<file path="config.mk">
export PLATFORM = sky130hd
export DESIGN_NAME = mux_2x1_out_fifo_flat
export DESIGN_NICKNAME = d
export VERILOG_FILES = /design/src/rtl/noc_pkg.sv /design/src/rtl/mux_2x1_out_fifo_if.sv /design/src/rtl/reg_array_1w1r.sv /design/src/rtl/mux_2x1_out_fifo.sv /design/src/flat_wrapper.sv
export SDC_FILE = /design/constraint.sdc
export NUM_CORES = 1
export LEC_CHECK = 0
export BUFFER_PORTS_ARGS = -buffer_cell sky130_fd_sc_hd__buf_4
export CORE_MARGIN = 1
export CORE_UTILIZATION = 40
export CTS_BUF_LIST = sky130_fd_sc_hd__clkbuf_4
export DETAILED_ROUTE_END_ITERATION = 7
export GPL_TIMING_DRIVEN = 1
export PLACE_DENSITY_LB_ADDON = 0.05
export RECOVER_POWER = 25
export SLEW_MARGIN = 40
export SYNTH_ARGS = -nofsm -noshare
export SYNTH_HDL_FRONTEND = slang
export SYNTH_SLANG_ARGS = --single-unit
export TNS_END_PERCENT = 50
</file>
<file path="constraint.sdc">
create_clock -name clk -period 3.6 [get_ports clk]
set_clock_uncertainty 0.15 [all_clocks]
set_input_delay 0 -clock clk [delete_from_list [all_inputs] [get_ports clk]]
set_output_delay 0 -clock clk [all_outputs]
set_load 0.005 [all_outputs]
</file>
<file path="src/rtl/noc_pkg.sv">
// noc_pkg: shared NoC switch defaults and a pointer-width helper.
package noc_pkg;
  localparam int DATA_WIDTH_DEF = 32;
  localparam int FIFO_DEPTH_DEF = 4;
  function automatic int clog2_min1(input int n);
    return (n <= 2) ? 1 : $clog2(n);
  endfunction
endpackage

</file>
<file path="src/rtl/mux_2x1_out_fifo_if.sv">
// mux_2x1_out_fifo_if: upstream write side and downstream valid/ready side of the mux output FIFO; MUX_2X1_OUT_FIFO_ALMOST_FULL_EN adds o_almost_full.
interface mux_2x1_out_fifo_if #(parameter int DATA_WIDTH = 32);
  logic                  i_valid;
  logic [DATA_WIDTH-1:0] i_data_bus;
  logic                  o_full;
  logic                  o_overflow;
  logic                  o_valid;
  logic [DATA_WIDTH-1:0] o_data_bus;
  logic                  i_ready;
`ifdef MUX_2X1_OUT_FIFO_ALMOST_FULL_EN
  logic                  o_almost_full;
  modport slave (input i_valid, i_data_bus, i_ready, output o_full, o_overflow, o_valid, o_data_bus, o_almost_full);
  modport master (output i_valid, i_data_bus, i_ready, input o_full, o_overflow, o_valid, o_data_bus, o_almost_full);
`else
  modport slave (input i_valid, i_data_bus, i_ready, output o_full, o_overflow, o_valid, o_data_bus);
  modport master (output i_valid, i_data_bus, i_ready, input o_full, o_overflow, o_valid, o_data_bus);
`endif
endinterface

</file>
<file path="src/rtl/reg_array_1w1r.sv">
// reg_array_1w1r: register storage with one synchronous write port, one combinational read port and synchronous clear.
module reg_array_1w1r #(
  parameter int WIDTH = 32,
  parameter int DEPTH = 4,
  parameter int AW    = 2
) (
  input  logic             clk,
  input  logic             rst,
  input  logic             we_i,
  input  logic [AW-1:0]    waddr_i,
  input  logic [WIDTH-1:0] wdata_i,
  input  logic [AW-1:0]    raddr_i,
  output logic [WIDTH-1:0] rdata_o
);
  logic [WIDTH-1:0] mem_q [DEPTH];
  always_ff @(posedge clk) begin
    if (rst) mem_q <= '{default: '0};
    else if (we_i) mem_q[waddr_i] <= wdata_i;
  end
  assign rdata_o = mem_q[raddr_i];
endmodule

</file>
<file path="src/rtl/mux_2x1_out_fifo.sv">
// mux_2x1_out_fifo: registered FIFO between the NoC 2x1 mux and the next hop; MUX_2X1_OUT_FIFO_ALMOST_FULL_EN adds a registered almost-full flag.
module mux_2x1_out_fifo
  import noc_pkg::*;
#(
  parameter int DATA_WIDTH = DATA_WIDTH_DEF,
  parameter int FIFO_DEPTH = FIFO_DEPTH_DEF
) (
  input logic                clk,
  input logic                rst,
  mux_2x1_out_fifo_if.slave  bus
);
  localparam int PTR_WIDTH = clog2_min1(FIFO_DEPTH);
  localparam logic [PTR_WIDTH:0] FULL_CNT = (PTR_WIDTH+1)'(FIFO_DEPTH);
  logic [PTR_WIDTH-1:0]  wr_ptr_q, wr_ptr_d, rd_ptr_q, rd_ptr_d;
  logic [PTR_WIDTH:0]    count_q, count_d;
  logic                  overflow_q, overflow_d;
  logic                  valid, full, push, pop;
  logic [DATA_WIDTH-1:0] rd_data;
  assign valid = count_q != '0;
  assign full  = count_q == FULL_CNT;
  always_comb begin
    pop        = valid & bus.i_ready;
    push       = bus.i_valid & (~full | pop);
    wr_ptr_d   = push ? wr_ptr_q + 1'b1 : wr_ptr_q;
    rd_ptr_d   = pop ? rd_ptr_q + 1'b1 : rd_ptr_q;
    count_d    = (push & ~pop) ? count_q + 1'b1 : (pop & ~push) ? count_q - 1'b1 : count_q;
    overflow_d = overflow_q | (bus.i_valid & full & ~pop);
  end
  always_ff @(posedge clk) begin
    if (rst) begin
      wr_ptr_q   <= '0;
      rd_ptr_q   <= '0;
      count_q    <= '0;
      overflow_q <= 1'b0;
    end else begin
      wr_ptr_q   <= wr_ptr_d;
      rd_ptr_q   <= rd_ptr_d;
      count_q    <= count_d;
      overflow_q <= overflow_d;
    end
  end
  reg_array_1w1r #(.WIDTH(DATA_WIDTH), .DEPTH(FIFO_DEPTH), .AW(PTR_WIDTH)) u_mem (
    .clk     (clk),
    .rst     (rst),
    .we_i    (push),
    .waddr_i (wr_ptr_q),
    .wdata_i (bus.i_data_bus),
    .raddr_i (rd_ptr_q),
    .rdata_o (rd_data)
  );
  assign bus.o_valid    = valid;
  assign bus.o_full     = full;
  assign bus.o_overflow = overflow_q;
  assign bus.o_data_bus = valid ? rd_data : '0;
`ifdef MUX_2X1_OUT_FIFO_ALMOST_FULL_EN
  // Registered from next-state count so it lines up with o_full in the same cycle
  localparam logic [PTR_WIDTH:0] AF_CNT = (PTR_WIDTH+1)'(FIFO_DEPTH-1);
  logic almost_full_q;
  always_ff @(posedge clk) begin
    if (rst) almost_full_q <= 1'b0;
    else almost_full_q <= count_d >= AF_CNT;
  end
  assign bus.o_almost_full = almost_full_q;
`endif
endmodule
</file>
<file path="src/flat_wrapper.sv">
// flat-port wrapper written by rule: the top's interface ports become plain ports
module mux_2x1_out_fifo_flat import noc_pkg::*;
#(
  parameter int DATA_WIDTH = DATA_WIDTH_DEF,
  parameter int FIFO_DEPTH = FIFO_DEPTH_DEF
)
  (clk, rst, bus_i_valid, bus_i_data_bus, bus_i_ready, bus_o_full, bus_o_overflow, bus_o_valid, bus_o_data_bus);
  mux_2x1_out_fifo_if #(.DATA_WIDTH(DATA_WIDTH)) bus_i ();
  input logic clk;
  input logic rst;
  input wire logic [$bits(bus_i.i_valid)-1:0] bus_i_valid;
  input wire logic [$bits(bus_i.i_data_bus)-1:0] bus_i_data_bus;
  input wire logic [$bits(bus_i.i_ready)-1:0] bus_i_ready;
  output wire logic [$bits(bus_i.o_full)-1:0] bus_o_full;
  output wire logic [$bits(bus_i.o_overflow)-1:0] bus_o_overflow;
  output wire logic [$bits(bus_i.o_valid)-1:0] bus_o_valid;
  output wire logic [$bits(bus_i.o_data_bus)-1:0] bus_o_data_bus;
  assign bus_i.i_valid = bus_i_valid;
  assign bus_i.i_data_bus = bus_i_data_bus;
  assign bus_i.i_ready = bus_i_ready;
  assign bus_o_full = bus_i.o_full;
  assign bus_o_overflow = bus_i.o_overflow;
  assign bus_o_valid = bus_i.o_valid;
  assign bus_o_data_bus = bus_i.o_data_bus;
  mux_2x1_out_fifo #(.DATA_WIDTH(DATA_WIDTH), .FIFO_DEPTH(FIFO_DEPTH)) u_core (.clk(clk), .rst(rst), .bus(bus_i));
endmodule
</file>
# == Word-level counts from Yosys, hierarchy flattened ==
# Cells that the tools add are included.
# totals
mem_count,0
output_inout_bits,35
mem_bits_ro,0
word_cells,41
register_bits,136
latchBits,0
ram_bits,0
# op_classes
mux,9
div,0
n_lt_le_gt_ge,3
multipliers,0
n_shift,0
n_addsub,4
n_bitwise,13
reduce_logical,3
eq_ne,1
# op_table
cell,n
bitwise mux 128 bit,1
two-way mux 32 bit,4
binary-select mux 32 bit (select 2 bit),1
demux 32 bit (select 2 bit),1
AND 1 bit,6
"greater-or-equal comparator 3 bit, second input constant",2
two-way mux 3 bit,2
inverter 2 -> 3 bit,2
"adder 2 x 1 -> 2 bit, second input constant",2
"adder 3 x 1 -> 3 bit, second input constant",1
"== test 3 bit, second input constant",1
"< comparator 3 x 1 -> 1 bit, second input constant",1
inverter 1 bit,3
nonzero test 3 bit,1
"subtractor 3 x 1 -> 3 bit, second input constant",1
OR 1 bit,2
nonzero test 2 bit,1
logical AND 1 bit,1

# == Depth between registers and ports, before layout ==
# Gate-level depths: netlist of the first run.
# depth
word_depth,8
mapped_depth,9
ltp_nobuf,8

# == Hierarchy ==
# From an unflattened synthesis of the first run, not the netlist that was laid out.
# unflattened
cells_unflattened,572
hier_area_um2,6492.5
# by_module_without_submodules
module,seq_area_each_um2,cells_per_inst,area_per_inst_um2,instances
reg_array_1w1r,2562.5,494,5866.9,1
mux_2x1_out_fifo,160.2,78,625.6,1

# == Worst setup path after synthesis of the first run ==
# No wires, ideal clock.
# synth_timing
kind,reg-to-reg
start,reg u_core.count_q[0]
end,reg u_core.count_q[2]
arrival_time_ns,2.111
slack_ns,1.268
required_time_ns,3.380
setup_time_ns,0.070
path_stages_with_launch,10
path_cell_list,dfxtp_1 > or4b_1 > buf_6 > and2_1 > ha_1 > inv_1 > fa_1 > xor2_1 > or3_1 > a21oi_1
# synth_via
elab_chain_cells,7
word_cells_on_any_way,15
cone_classes,add/sub (2); eq/ne (1); mux (2); bitwise (8); reduce/logical (2)
# synth_lines
element,line_no,text
from (decl),mux_2x1_out_fifo.sv:15,"logic [PTR_WIDTH:0] count_q, count_d;"
from (signal assigned),mux_2x1_out_fifo.sv:38,count_q <= count_d;
nonzero test 3 bit / == test 3 bit (equally long branches),"mux_2x1_out_fifo.sv:19, mux_2x1_out_fifo.sv:20",
AND 1 bit / inverter 1 bit (equally long branches),"mux_2x1_out_fifo.sv:22, mux_2x1_out_fifo.sv:23",
OR 1 bit *,mux_2x1_out_fifo.sv:23,push = bus.i_valid & (~full | pop);
AND 1 bit *,mux_2x1_out_fifo.sv:23,
net u_core.push,mux_2x1_out_fifo.sv:17,"logic valid, full, push, pop;"
inverter 1 bit,mux_2x1_out_fifo.sv:26,count_d = (push & ~pop) ? count_q + 1'b1 : (pop & ~push) ? count_q - 1'b1 : count_q;
AND 1 bit,mux_2x1_out_fifo.sv:26,
nonzero test 2 bit (no source line),--,
# The timed path passes the listed nets; every way through them passes the cells marked *. The select of a mux whose other input is x is not followed.
# A chain may end at the register's enable or synchronous reset.

# == Final worst setup path of the first run ==
# layout_timing
start,reg u_core.count_q[0]
end,out bus_o_data_bus[30]
# layout_via
elab_chain_cells,2
# layout_lines
element,line_no,text
nonzero test 3 bit,mux_2x1_out_fifo.sv:19,assign valid = count_q != '0;
two-way mux 32 bit,mux_2x1_out_fifo.sv:54,assign bus.o_data_bus = valid ? rd_data : '0;
to (decl),flat_wrapper.sv:17,output wire logic [$bits(bus_i.o_data_bus)-1:0] bus_o_data_bus;
# No other way between the ends.

==> run metrics, run 1 <==
status completed; Worst EP required 3.45 ns; hold depth 4; most frequent cells in the layout 161 x nand2b_1, 134 x dfxtp_1, 129 x mux2i_1, 77 x buf_4, 38 x dlygate4sd3_1; Final Setup Violations 0; PortBufs 70; cell family with most CP delay buffers and inverters; Core ar. 15900 um2; Min-Delay Path Class in -> reg; Max Fclk 0.363 GHz; hpwl dp 8.66 mm; multi-input logic area 3490 um2; initial antenna violation count 1; setup TNS 0 ns; CTS Hold Bufs 38; sequential cell area 2730 um2; Slew Viols, Final 0; Die Y 130 um; initial core utilization 41.0%; Post-CTS Setup Bufs 0; fin nets 712; DR top layer met4; # DRC 0; global route total overflow 0; first drt pass iteration count 5; vias in the first global route 4380; RR Endpoint u_core.wr_ptr_q[0]; chip width 130 um; total CTS buffers 17; R2R setup slack 0.91 ns; Worst EP arrival 2.60 ns; Startpoint Class flip-flop; WP buf/inv 2; WS Path Type reg -> out; Tot GR Track Use 18.1%; number of fill cells in the layout 1539; worst hold start bus_i_valid; largest net degree at the start of global routing 123; Sink Count 136; leakage power total 3.38 nW; P&R area growth vs syn 19.3%; non-filler cells, final 899; Boundary Pins 71; slew margin rel. 8.72%; final core occ 48.9%; Detailed Route Iter0 Violations 160; Syn Inst Count 577; R2R cell count 5; P per Cell Area 484 nW/um2; total die area 16800 um2; Worst-path clk slew 0.11 ns; Root Buffer Master clkbuf_4; yosys warns 0; CP Capture Type primary output; FF-to-FF Start u_core.count_q[0]; Area after DPL 7150 um2; Async SR Flop Fraction 0%; post-synthesis net count 619; Post-DRT Antenna Nets 0; syn avg cell area 11.3 um2; ys flop type dfxtp_1; crit-path cells nor3_2 -> clkbuf_1 -> nor2b_1 -> buf_4; most common cell after layout, fill and taps aside nand2b_1; sequential-to-total area share from yosys stat 41.8%; CTS resizes 0; clk buf depth 2; GPL Wtd Cong 0.692; max_cap viols 0; Crit path largest cell delay 0.98 ns; routed wl met2 6.72 mm; layout cells sized above 1 21.0%; fin crit share 76.5%; Skew-Pair Late Insertion Delay 0.51 ns; transition time of the tightest slew-check pin 1.37 ns; critical path's slowest cell clkbuf_1; met1 WL 6.77 mm; Post-synth EDFFs 0; row cnt 46; wire per inst 15.6 um; Synth Cell Area 6510 um2; WL final 14.0 mm; Hold Path End u_core.bus.o_overflow; via count 4301; endpoints failing hold 0; register bit total from synthesis 136; min cycle time layout 2.75 ns; TritonCTS clock tree done; metal3 WL 391 um; Critical Path Fanout Max 22; Max IR drop VDD 279 uV; first-pass GRT wire length 23.0 mm; Design Area, Final 7760 um2; synth unique cells 30; Via-to-Cell Ratio 4.78; H-tree depth 4; RSZ-0062 raised after global routing false; Placed Cells 829
[cell usage after synthesis (2+ instances only)]
cell type	n	area share, %
o21ai_0	3	0.23
mux2i_1	129	20
nor2b_1	32	3.1
buf_1	2	0.12
inv_1	5	0.29
and3_4	2	0.35
nand2b_1	161	15
buf_6	5	0.87
mux4_2	32	11
nand3_1	2	0.15
buf_4	8	0.92
or3_1	2	0.19
a21oi_1	2	0.15
ha_1	5	0.96
o31ai_1	2	0.23
nand3_2	3	0.46
buf_2	3	0.23
nor2_1	5	0.29
xor2_1	3	0.40
clkbuf_1	26	1.5
dfxtp_1	136	42
[final cells by class]
cell class,instances,share of cell area [%]
antenna,1,0.0322
clock buffer,19,1.84
clock inverter,12,1.42
inverter,5,0.242
multi-input combinational,391,45.0
sequential,136,35.1
tap,216,3.48
timing repair buffer,119,12.9
[power breakdown]
group | leakage (nW) | internal [mW] | switching (mW)
clock | 0.138 | 0.409 | 0.535
sequential | 1.11 | 1.62 | 0.153
combinational | 2.13 | 0.544 | 0.499
[flip-flops by register name, indices dropped and copies added (netlist names)]
register,count
u_core.bus.o_overflow,1
u_core.count_q,3
u_core.rd_ptr_q,2
u_core.u_mem.mem_q,128
u_core.wr_ptr_q,2
[worst register-to-register path, delay by kind of cell, from the launching register on]
kind | cells | cell delay [ns]
simple gates | 2 | 0.85
buf+inv | 2 | 1.11
compound gates | 1 | 0.07
flops | 1 | 0.40
[worst max path at each step]
stage,start,endpoint,slack [ns],cells past startpoint
2_1_floorplan,u_core.count_q[0],u_core.count_q[2],1.27,9
3_3_place_gp,u_core.count_q[0],u_core.count_q[2],1.10,8
3_5_place_dp,u_core.count_q[0],u_core.count_q[2],1.02,8
4_1_cts,u_core.count_q[0],u_core.wr_ptr_q[0],0.89,5
5_1_grt,u_core.count_q[0],bus_o_data_bus[30],0.64,4
6_report,u_core.count_q[0],bus_o_data_bus[30],0.85,4
[per-stage QoR]
step / total power [mW] / worst slack (ns) / hold slack, ns
floorplan: 2.45 / 1.27 / 0.0465
global placement: 2.83 / 1.10 / 0.172
detailed placement: 2.85 / 1.02 / 0.188
CTS: 3.83 / 0.893 / 0.157
global route: 3.99 / 0.638 / 0.170
finish: 3.76 / 0.847 / 0.199
[routing by layer]
| layer | vias to the layer above | GRT usage (%) |
|---|---|---|
| li1 | 2164 | - |
| met1 | 2075 | 24.1 |
| met2 | 54 | 29.3 |
| met3 | 8 | 4.42 |
| met4 | 0 | 5.13 |
| met5 | - | 0 |
[kinds of logic (layout without fill, tap and decap cells)]
logic type | count (synthesis) | in the layout | share of synthesized area, %
mux | 161 | 161 | 30.9
other cells | 0 | 1 | 0
flops | 136 | 136 | 41.8
fa+ha+maj | 6 | 6 | 1.27
simple gates | 213 | 213 | 20.6
compound gates | 8 | 8 | 0.711
buf+inv | 50 | 155 | 4.23
xor+xnor | 3 | 3 | 0.404
No activity file was read; power rests on OpenSTA's default activity.
==> run 2, diff against run 1 <==
Clock period 3.6 ns to 2.45 ns, I/O delays scaled along.
==> run 2 against run 1 <==
  * Power increased by 55%
  * First-iteration DRC count is 8.8% lower
  * Largest power group unchanged
  * Largest cell class unchanged
  * Critical path depth rose by 4
  * Worst hold slack worse by 0.016 ns
  * Sequential share of layout area decreased by 0.71 points
  * Die area stayed put
  * Combinational power rose by 63%
==> run metrics, run 2 (same netlist as run 1, synthesis figures left out) <==
H-tree depth 4 (unchanged); leakage power total 3.46 nW (+2.4%); Root Buffer Master clkbuf_4; Area after DPL 7250 um2 (+1.4%); # DRC 0 (unchanged); Sw Share 30.5% (-1.1 points); Boundary Pins 71 (unchanged); total die area 16800 um2 (unchanged); switching power 1.78 mW (+50%); global route total overflow 0 (unchanged); Worst EP required 2.78 ns (-0.67 ns); ant diodes 0 (-1); initial antenna violation count 0 (-1); transition time of the tightest slew-check pin 0.753 ns (-0.617 ns); Core ar. 15900 um2 (unchanged); GPL Wtd Cong 0.683 (-1.4%); setup TNS 0 ns (unchanged); overall power 5.85 mW (+55%); Sink Count 136 (unchanged); slew margin rel. 49.8% (+41 points); PortBufs 70 (unchanged); Worst EP arrival 2.66 ns (+0.06 ns); min cycle time layout 2.33 ns; Min-Delay Path Class in -> reg; first drt pass iteration count 4 (-1); P per Cell Area 736 nW/um2 (+52%); Gate power share 28.9% (+1.2 points); most frequent cells in the layout 161 x nand2b_1, 132 x dfxtp_1, 129 x mux2i_1, 77 x buf_4, 38 x dlygate4sd3_1; critical path's slowest cell or4b_1; layout cells sized above 1 22.7% (+1.7 points); Post-DRT Antenna Nets 0 (unchanged); Design Area, Final 7950 um2 (+2.4%); Critical Path Fanout Max 6 (-73%); max_cap viols 0 (unchanged); WL final 14.4 mm (+2.8%); Final Setup Violations 0 (unchanged); status completed; initial core utilization 41.0% (unchanged); Largest register FFs 128 (unchanged); wire per inst 15.9 um (+2.2%); fin nets 717 (+0.70%); clk buf depth 2 (unchanged); Max Fclk 0.429 GHz; Crit path largest cell delay 0.53 ns (-0.45 ns); chip width 130 um (unchanged); TritonCTS clock tree done; total CTS buffers 17 (unchanged); clock share of power 27.5% (+2.4 points); most common cell after layout, fill and taps aside nand2b_1; Die Y 130 um (unchanged); Largest Register u_core.u_mem.mem_q; vias in the first global route 4403 (+0.53%); via count 4400 (+2.3%); P&R area growth vs syn 22.1%; Tot GR Track Use 18.2% (+0.047 points); RSZ-0062 raised after global routing false; crit-path cells or4b_1 -> and2_1 -> ha_2 -> inv_1 -> fa_1 -> xor2_1 -> or3_1 -> a21oi_2; first-pass GRT wire length 22.9 mm (-0.57%); Via-to-Cell Ratio 4.87 (+1.7%); biggest regs u_core.u_mem.mem_q x128, u_core.count_q x3; Slew Viols, Final 0 (unchanged); Max IR drop VDD 330 uV (+18%); Flop pwr share 43.7% (-3.5 points); Startpoint Class flip-flop; Skew-Pair Late Insertion Delay 0.54 ns (+0.03 ns); Worst-path clk slew 0.11 ns (about the same); row cnt 46 (unchanged); WS Path Type reg -> reg; largest net degree at the start of global routing 61 (-50%); hpwl dp 8.85 mm (+2.1%); endpoints failing hold 0 (unchanged); fin crit share 95.2%; internal power 4.06 mW (+58%); Detailed Route Iter0 Violations 146 (-8.8%); CP Capture Type flip-flop
run 2: cell types whose count changed in the layout (fill, tap and decap cells not counted), sizes merged:
cell      before  now
diode          1    0
clkinvlp       2    0
bufinv         2    4
clkbuf        21   22
clkinv         8    9
buf           79   83
run 2: final cells by class:
cell class	instances	area [um2]
Fill cell	1510	7940
Multi-Input combinational cell	391	3510
Sequential cell	136	2730
Timing Repair Buffer	124	1120
Tap cell	216	270
Clock inverter	13	159
Clock buffer	19	143
Inverter	5	18.8
run 2: per-stage QoR:
stage          cells  setup WS, ns  hold slack, ns  util [%]
2_1_floorplan    577         0.118          0.0465         -
4_1_cts          903        0.0138           0.143      50.0
6_report         904         0.118           0.183      50.0
3_3_place_gp     833         0.177           0.184      45.7
5_1_grt          904        0.0214           0.175      50.0
3_5_place_dp     833        0.0754           0.186      45.7
run 2: what timing repair did:
item                                   4_1_cts  5_1_grt
gates resized for setup                      0        7
setup buffers                                0        0
endpoints found under the hold margin      136        0
hold buffers                                38        0
setup endpoints to repair                    0       16
run 2: metal layers:
| metal | vias to the layer above | share of wire, % | GRT usage [%] |
|---|---|---|---|
| met2 | 62 | 49 | 30.7 |
| met4 | 0 | 1.5 | 6.57 |
| met3 | 15 | 3.3 | 3.88 |
| li1 | 2172 | - | - |
| met5 | - | 0 | 0 |
| met1 | 2151 | 46 | 22.8 |
run 2: power by group through the flow:
stage          clock network (mW)  registers [mW]  logic [mW]
2_1_floorplan                   0            2.51        1.09
3_3_place_gp                    0            2.58        1.63
3_5_place_dp                    0            2.59        1.66
4_1_cts                      1.66            2.54        1.72
5_1_grt                      1.76            2.58        1.84
6_report                     1.61            2.55        1.69
run 2: final timing paths:
kind                            cells after the start  slack (ns)                   start                       to
worst max-delay path                                8        0.12       u_core.count_q[0]        u_core.count_q[2]
worst max register to register                      8        0.12       u_core.count_q[0]        u_core.count_q[2]
worst min register to register                      2        0.33  u_core.u_mem.mem_q[65]   u_core.u_mem.mem_q[65]
worst min-delay path                                4        0.18       bus_i_data_bus[7]  u_core.u_mem.mem_q[103]
run 2: worst max-delay path: cells and delay by family, from the launching register on:
family          cells  cell delay [ns]
compound gates      1             0.14
xor+xnor            1             0.08
fa+ha+maj           2             0.38
buf+inv             1             0.08
flops               1             0.39
simple gates        3             1.06
==> run 3, diff against run 2 <==
Settings changed: BUFFER_PORTS_ARGS -buffer_cell sky130_fd_sc_hd__buf_4 to default, DONT_BUFFER_PORTS from default to 1, PLACE_DENSITY_LB_ADDON 0.05 to default.
==> run 3 against run 2 <==
  * Combinational power decreased by 13%
  * Worst hold slack lost 0.078 ns
  * Final cell count down 7.6%
  * Fmax decreased by 1.6%
  * Count of clock-buffer cells in the layout is 2 higher
  * Global-route usage decreased by 0.56 points
  * Sequential power hardly changed
  * Utilization shrank 3.5 points
  * Largest power group unchanged
  * Worst setup slack got worse by 0.038 ns
  * Non-clock buffer count fell by 71
  * Die area unchanged
  * Critical path depth unchanged
==> run metrics, run 3 (same netlist as run 1, synthesis figures left out) <==
Max IR drop VDD 380 uV (+15%); metal3 WL 533 um (+13%); most frequent cells in the layout 161 x nand2b_1, 132 x dfxtp_1, 129 x mux2i_1, 37 x dlygate4sd3_1; RSZ-0062 raised after global routing false; DR top layer met4; hpwl dp 8.60 mm (-2.9%); global route total overflow 0 (unchanged); total CTS buffers 17 (unchanged); Tot GR Track Use 17.6% (-0.56 points); row cnt 46 (unchanged); Min Hold Slack 0.105 ns (-0.0782 ns); fin nets 646 (-9.9%); Critical Path Fanout Max 6 (unchanged); Final Setup Violations 0 (unchanged); layout cells sized above 1 14.1% (-8.6 points); Largest register FFs 128 (unchanged); Design Area, Final 7380 um2 (-7.1%); first-pass GRT wire length 22.0 mm (-3.8%); crit-path cells or4b_1 -> and2_4 -> ha_1 -> inv_1 -> fa_1 -> xor2_1 -> or3_1 -> a21oi_1; Worst-path clk slew 0.12 ns (about the same); WS Path Type reg -> reg; Crit path largest cell delay 0.54 ns (about the same); Slew Viols, Final 0 (unchanged); Startpoint Class flip-flop; endpoints failing hold 0 (unchanged); met1 WL 6.39 mm (-4.3%); WL final 13.8 mm (-3.9%); most common cell after layout, fill and taps aside nand2b_1; Max Fclk 0.422 GHz (-1.6%); # DRC 0 (unchanged); first drt pass iteration count 4 (unchanged); Die Y 130 um (unchanged); max_cap viols 0 (unchanged); initial antenna violation count 2 (+2); Worst EP arrival 2.69 ns (+0.03 ns); worst setup margin 0.0798 ns (-0.0383 ns); wire per inst 16.6 um (+4.0%); fin crit share 96.7% (+1.6 points); Post-CTS Setup Bufs 0 (unchanged); routed wl met2 6.80 mm (-3.4%); Largest Register u_core.u_mem.mem_q; clk buf depth 2 (unchanged); CP Capture Type flip-flop; Worst EP required 2.77 ns (about the same); Sink Count 136 (unchanged); largest net degree at the start of global routing 171 (+180%); initial core utilization 41.0% (unchanged); total die area 16800 um2 (unchanged); non-filler cells, final 835 (-7.6%); Detailed Route Iter0 Violations 151 (+3.4%); Root Buffer Master clkbuf_4; TritonCTS clock tree done; transition time of the tightest slew-check pin 0.672 ns (-0.0808 ns); Via-to-Cell Ratio 4.98 (+2.3%); Placed Cells 763 (-8.4%); WP buf/inv 1 (unchanged); vias in the first global route 4220 (-4.2%); leakage power total 3.10 nW (-10%); Skew-Pair Late Insertion Delay 0.53 ns (about the same); P per Cell Area 752 nW/um2 (+2.3%); Min-Delay Path Class in -> reg; Boundary Pins 71 (unchanged); P&R area growth vs syn 13.5%; chip width 130 um (unchanged); DP Worst Slack 0.0827 ns (+0.00730 ns); via count 4157 (-5.5%); biggest regs u_core.u_mem.mem_q x128, u_core.count_q x3; critical path's slowest cell or4b_1; H-tree depth 4 (unchanged); setup TNS 0 ns (unchanged); Area after DPL 6700 um2 (-7.6%); GPL Wtd Cong 0.736 (+7.8%); slew margin rel. 55.2% (+5.4 points); cell family with most CP delay simple AND/OR/NAND/NOR gates; Core ar. 15900 um2 (unchanged); status completed; PortBufs 0 (-100%); min cycle time layout 2.37 ns (+0.0383 ns); Post-DRT Antenna Nets 0 (unchanged)
[run 3: changes by cell type in the layout (fill, tap and decap cells not counted), sizes merged]
cell	before	now
dlygate4sd3	38	37
clkbuf	22	24
buf	83	13
clkinvlp	0	1
diode	0	2
bufinv	4	3
clkinv	9	7
[run 3: worst paths after layout]
path	start	endpoint	slack, ns	cells past startpoint
max	u_core.count_q[1]	u_core.count_q[2]	0.08	8
max reg2reg	u_core.count_q[1]	u_core.count_q[2]	0.08	8
min	bus_i_data_bus[2]	u_core.u_mem.mem_q[98]	0.11	3
min reg2reg	u_core.u_mem.mem_q[70]	u_core.u_mem.mem_q[70]	0.33	2
[run 3: area by class of cell]
cell class	count	area (um2)
inverter	5	18.8
multi-input combinational	391	3510
tap	216	270
clock buffer	21	158
timing repair buffer	53	563
fill	1498	8500
clock inverter	11	130
sequential	136	2730
antenna	2	5.00
[run 3: tightest hold or removal path, delay by kind of cell]
kind / cells / cell delay [ns]
buffers and inverters: 1 / 0.53
multiplexers: 1 / 0.08
AND/OR/NAND/NOR: 1 / 0.14
[run 3: repair_timing]
action | CTS | global route
hold buffers | 38 | 0
setup endpoints to repair | 0 | 1
resized for setup | 0 | 4
hold endpoints to repair | 136 | 0
[run 3: where the power goes]
group / switching (mW) / internal [mW]
clock: 0.804 / 0.738
sequential: 0.157 / 2.39
combinational: 0.785 / 0.683
total: 1.75 / 3.81
[run 3: layer usage]
metal | track usage [%] | vias up
met1 | 20.6 | 2054
li1 | - | 2029
met3 | 5.04 | 7
met5 | 0 | -
met4 | 5.75 | 0
met2 | 31.0 | 67
[run 3: per-stage QoR]
stage          utilization (%)  total power [mW]
6_report                  46.5              5.55
5_1_grt                   46.5              5.84
2_1_floorplan                -              3.60
3_3_place_gp              42.2              3.94
4_1_cts                   46.5              5.64
3_5_place_dp              42.2              4.00
